## src/rtl/boot_run_ctrl.sv

```systemverilog
// Load/run/halt sequencer: streams a program into IMEM, holds the core in reset
// while loading, releases it to run and captures exit status on ebreak.
module boot_run_ctrl #(
   parameter logic [31:0] BASE_ADDR   = 32'h8000_0000,
   parameter int          MAX_WORDS   = 4096,
   parameter int          CYC_W       = 32,
   parameter logic [31:0] EBREAK_INST = 32'h0010_0073
) (
   input  logic             clk,
   input  logic             rst,
   input  logic             start_load,
   input  logic             load_valid,
   output logic             load_ready,
   input  logic [31:0]      load_data,
   input  logic             load_last,
   output logic             rom_we,
   output logic [31:0]      rom_waddr,
   output logic [31:0]      rom_wdata,
   output logic             core_rst,
   input  logic [31:0]      inst,
   input  logic [31:0]      pc,
   input  logic [31:0]      a0,
   output logic             halted,
   output logic             err,
   output logic [31:0]      exit_code,
   output logic [31:0]      halt_pc,
   output logic [CYC_W-1:0] cycle_count,
   output logic [15:0]      word_count
);

   typedef enum logic [2:0] {
      S_IDLE,
      S_LOAD,
      S_SETTLE,
      S_RUN,
      S_HALT,
      S_ERROR
   } state_t;

   localparam logic [15:0] MAX_W16 = 16'(MAX_WORDS);

   state_t      r_state;
   logic [31:0] w_beatAddr;
   logic        w_full;
   logic        w_cycMax;

   assign load_ready = (r_state == S_LOAD);
   // Beat n lands at BASE_ADDR + 4n; word_count already holds n at accept time.
   assign w_beatAddr = BASE_ADDR + {14'd0, word_count, 2'b00};
   assign w_full     = (word_count == MAX_W16);
   assign w_cycMax   = &cycle_count;

   always_ff @(posedge clk) begin
      if (rst) begin
         r_state     <= S_IDLE;
         core_rst    <= 1'b1;
         rom_we      <= 1'b0;
         rom_waddr   <= '0;
         rom_wdata   <= '0;
         halted      <= 1'b0;
         err         <= 1'b0;
         exit_code   <= '0;
         halt_pc     <= '0;
         cycle_count <= '0;
         word_count  <= '0;
      end else begin
         rom_we <= 1'b0;
         // A load request restarts everything from any state except SETTLE and
         // takes priority over a simultaneous ebreak or beat.
         if (start_load && (r_state != S_SETTLE)) begin
            r_state     <= S_LOAD;
            core_rst    <= 1'b1;
            halted      <= 1'b0;
            err         <= 1'b0;
            exit_code   <= '0;
            halt_pc     <= '0;
            cycle_count <= '0;
            word_count  <= '0;
         end else begin
            case (r_state)
               S_IDLE: ;
               S_LOAD: begin
                  if (load_valid) begin
                     if (w_full) begin
                        r_state <= S_ERROR;
                        err     <= 1'b1;
                     end else begin
                        rom_we     <= 1'b1;
                        rom_waddr  <= w_beatAddr;
                        rom_wdata  <= load_data;
                        word_count <= word_count + 16'd1;
                        if (load_last) begin
                           r_state <= S_SETTLE;
                        end
                     end
                  end
               end
               S_SETTLE: begin
                  r_state  <= S_RUN;
                  core_rst <= 1'b0;
               end
               S_RUN: begin
                  if (!w_cycMax) begin
                     cycle_count <= cycle_count + 1'b1;
                  end
                  if (inst == EBREAK_INST) begin
                     r_state   <= S_HALT;
                     core_rst  <= 1'b1;
                     halted    <= 1'b1;
                     exit_code <= a0;
                     halt_pc   <= pc;
                  end
               end
               S_HALT: ;
               S_ERROR: ;
               default: begin
                  r_state  <= S_IDLE;
                  core_rst <= 1'b1;
               end
            endcase
         end
      end
   end

endmodule
```

## config.mk

```make
export PLATFORM = sky130hd
export DESIGN_NAME = boot_run_ctrl
export DESIGN_NICKNAME = d
export VERILOG_FILES = /design/src/rtl/boot_run_ctrl.sv
export SDC_FILE = /design/constraint.sdc
export NUM_CORES = 1
export LEC_CHECK = 0
export ABC_AREA = 0
export CAP_MARGIN = 20
export CELL_PAD_IN_SITES_DETAIL_PLACEMENT = 0
export CELL_PAD_IN_SITES_GLOBAL_PLACEMENT = 2
export CORE_UTILIZATION = 34
export CTS_CLUSTER_DIAMETER = 200
export DETAILED_ROUTE_END_ITERATION = 8
export DONT_BUFFER_PORTS = 1
export HOLD_SLACK_MARGIN = 0.06
export PLACE_DENSITY = 0.85
export RECOVER_POWER = 50
export SYNTH_ARGS = -nofsm -noshare
export SYNTH_HDL_FRONTEND = slang
export SYNTH_SLANG_ARGS = --single-unit
```

## constraint.sdc

```tcl
create_clock -name clk -period 2.7 [get_ports clk]
set_clock_uncertainty 0.2 [all_clocks]
set_input_delay 0.405 -clock clk [delete_from_list [all_inputs] [get_ports clk]]
set_output_delay 0.405 -clock clk [all_outputs]
set_load 0.05 [all_outputs]
```

==> results of run 1 <==
cells in the mapped netlist, drive strengths merged (3+ instances only):
cell type and number:
a31o 3, buf 28, and4 12, xor2 6, and2 3, o21ai 9, nor2 50, clkbuf 39
and3 7, or4 4, a21oi 130, a211oi 7, nand3 21, xnor2 26, or3b 3, o211ai 3
o2111ai 3, nand2 246, nor4b 4, nand4 16, dfxtp 168, nor4 19, nor3 8, or3 6
ha 3, inv 7
cells in the final DEF, fill, tap and decap left out, types with 6 or more instances in the layout:
cell type,n
and4_1,12
conb_1,15
dlygate4sd3_1,98
nand3_1,20
nand2_1,246
nand4_1,16
a21oi_1,130
dfxtp_1,168
o21ai_0,9
inv_1,7
a211oi_1,7
buf_4,16
clkbuf_16,17
clkbuf_1,43
and3_1,7
xnor2_1,26
nor3_1,7
nor2_1,50
nor4_1,18
xor2_1,6
timing repair:
item / 4_1_cts / 5_1_grt
resized for setup: 0 / 0
hold endpoints to repair: 116 / 0
hold buffers: 99 / 0
worst max-delay path, delay by kind of cell, from the launching register on:
kind | cells | cell delay [ns]
AO/OA/AOI/OAI | 1 | 0.13
flip-flops | 1 | 0.33
buffers and inverters | 1 | 0.69
AND/OR/NAND/NOR | 4 | 1.13
final cells by class:
type	instances	area (um2)
sequential	168	3360
inverter	8	31.3
multi-input combinational	622	3140
clock buffer	17	425
tap	265	332
fill	1925	10700
timing repair buffer	161	1340
clock inverter	14	213
through the flow:
| step | utilization | total power [mW] | hold WS (ns) |
|---|---|---|---|
| 4_1_cts | 0.461 | 5.62 | 0.0678 |
| 6_report | 0.453 | 5.55 | 0.0830 |
| 5_1_grt | 0.453 | 5.74 | 0.0848 |
| 2_1_floorplan | - | 2.79 | 0.321 |
| 3_3_place_gp | 0.378 | 2.80 | 0.277 |
| 3_5_place_dp | 0.378 | 2.80 | 0.279 |
per-layer routing:
layer	vias up	routed length (um)
li1	3133	-
met1	2938	8550
met2	256	9750
met3	30	1780
met4	0	473
met5	-	0
where the power goes:
part / leakage [nW] / total (mW) / switching [mW] / internal, mW
registers: 1.35 / 2.57 / 0.0707 / 2.50
logic: 1.21 / 0.307 / 0.174 / 0.133
clock network: 0.307 / 2.68 / 1.10 / 1.58
total: 2.87 / 5.55 / 1.34 / 4.21
cells by family after synthesis:
group / after synthesis
simple gates: 405
mux: 1
other cells: 1
buf+inv: 75
xor+xnor: 32
fa+ha+maj: 3
flops: 168
compound gates: 166
path summary, 6_finish.rpt:
path	slack, ns	end
hold reg to reg	0.32	cycle_count[11]$_SDFFE_PP0P_
setup / recovery	0.14	word_count[15]$_SDFFE_PP0P_
hold / removal	0.08	r_state[0]$_SDFFE_PP0P_
setup reg to reg	0.14	word_count[15]$_SDFFE_PP0P_
flip-flops by register name, summed over array words and instances (netlist names), 3 cells and up:
signal,flops
r_state,3
halt_pc,32
exit_code,32
rom_waddr,17
word_count,16
rom_wdata,32
cycle_count,32
==> results.yml, run 1 <==
run_status:
  status: "complete, no violations"
placement:
  port_buffers: 0
  place_ws_ns: 0.172
  post_dp_cell_area_um2: 7370
  gp_congestion: 0.836
  dp_hpwl_um: 13800
  dpl.cell_count: 1125
synthesis:
  synth-adder-area-share: 0.00552
  synth.mux.area_fraction: 0.00147
  synth_top_family_by_area: "simple AND/OR/NAND/NOR gates"
  netlist.area_leader.share: 0.494
  synth_area_um2: 6800
  synth-compound-area-share: 0.134
  syn_inst: 851
  synth-simple-area-share: 0.269
  synth-edff-count: 0
  synth_top_area_cell: "dfxtp_1"
  synth-xor-area-share: 0.0412
  yosysWarningCount: 0
  synth_area_leaders: "dfxtp_1 49%, nand2_1 14%, a21oi_1 9.6%, xnor2_1 3.3%, nor2_1 2.8%"
  ys.flop_type: "dfxtp_1"
  synthArstFlopShare: 0
  synth-seq-cells: 168
  seq_area_frac_synth: 0.494
  avgSynthCellArea_um2: 8.00
  ys_types: 49
detailed_routing:
  wire_per_inst_um: 16.4
  post-route-drc-count: 0
  dr_total_vias: 6357
  drtAntennaViolNets: 0
  first_pass_iters: 5
  wl_um: 20500
  drt_iter0_markers: 292
  via_per_inst: 5.07
global_route:
  grt_busiest_layer: "met2"
  use_met2: 0.313
  use_met1: 0.231
  met3_usage: 0.0613
  grt_pass1_wl_um: 30600
  grt_start_max_net_pins: 65
  grt_pass1_vias: 5907
  track_usage: 0.192
  antenna_found_initial: 0
  grt_overflow_total: 0
floorplanning:
  die_h_um: 143
  start_util: 0.348
  ioPinCount: 314
  chipWidth_um: 143
  placementRows: 51
  core_um2: 19500
  die_area_um2: 20600
critical_path:
  crit_fanout: 6
  start_kind: "register"
  rr_startpoint: "word_count[8]$_SDFFE_PP0P_"
  cp-end-kind: "register"
  max_stage_delay_ns: 0.69
  cp_slowest_cell: "clkbuf_1"
  r2r_cells: 6
  crit_arrival_ns: 2.71
  setup.worst_path.class: "register to register"
  required_ns: 2.86
  startpoint: "word_count[8]$_SDFFE_PP0P_"
  cp_cell_sequence: "clkbuf_1, and4_1, and3_1, nand3_1, or3_1, a21oi_1"
sta:
  hold_violations: 0
  postLayoutSetupSlackWorst_ns: 0.144
  fin_setup_tns_ns: 0
  fmax_mhz: 391
  relSlewSlack: 0.391
  period_needed_ns: 2.56
  grt_setup_unrepaired: "no"
  drv_slew: 0
  fin_crit_sh: 0.947
  setup_viol: 0
  worst_pin_slew_ns: 0.913
layout:
  stdcell_area_um2: 8850
  syn_to_final_growth_pct: 30.1
  final_nets: 1114
  layout.cells.non_filler: 1255
  num_antenna_cells: 0
  drive_above_1_share: 0.0626
hold_path:
  min_path_cells: 2
  hold_class: "input port to register"
  min_from: "start_load"
cts:
  cts_tree: "yes"
  clk_path_buf_depth: 2
  post_cts_buffers: 0
  htreeDepth: 4
  clock-sinks: 168
  clk_pin_slew_ns: 0.06
  clkLatencyLatePin_ns: 0.43
  numCtsBuffers: 17
  cts_root_buffer: "clkbuf_16"
power:
  ir_drop_v: 0.000365
  p_leak_nw: 2.87
  p_per_area_nw_per_um2: 627
run:
  drv_cap: 0
No activity file was read; power rests on OpenSTA's default activity.
==> run 2, diff against run 1 <==
--- a/config.mk
+++ b/config.mk
@@ -16,6 +16,7 @@
 export HOLD_SLACK_MARGIN = 0.06
 export PLACE_DENSITY = 0.85
 export RECOVER_POWER = 50
+export SLEW_MARGIN = 25
 export SYNTH_ARGS = -nofsm -noshare
 export SYNTH_HDL_FRONTEND = slang
 export SYNTH_SLANG_ARGS = --single-unit
==> results of run 2 <==
The final DEF is identical to that of run 1; final timing and power are the same.
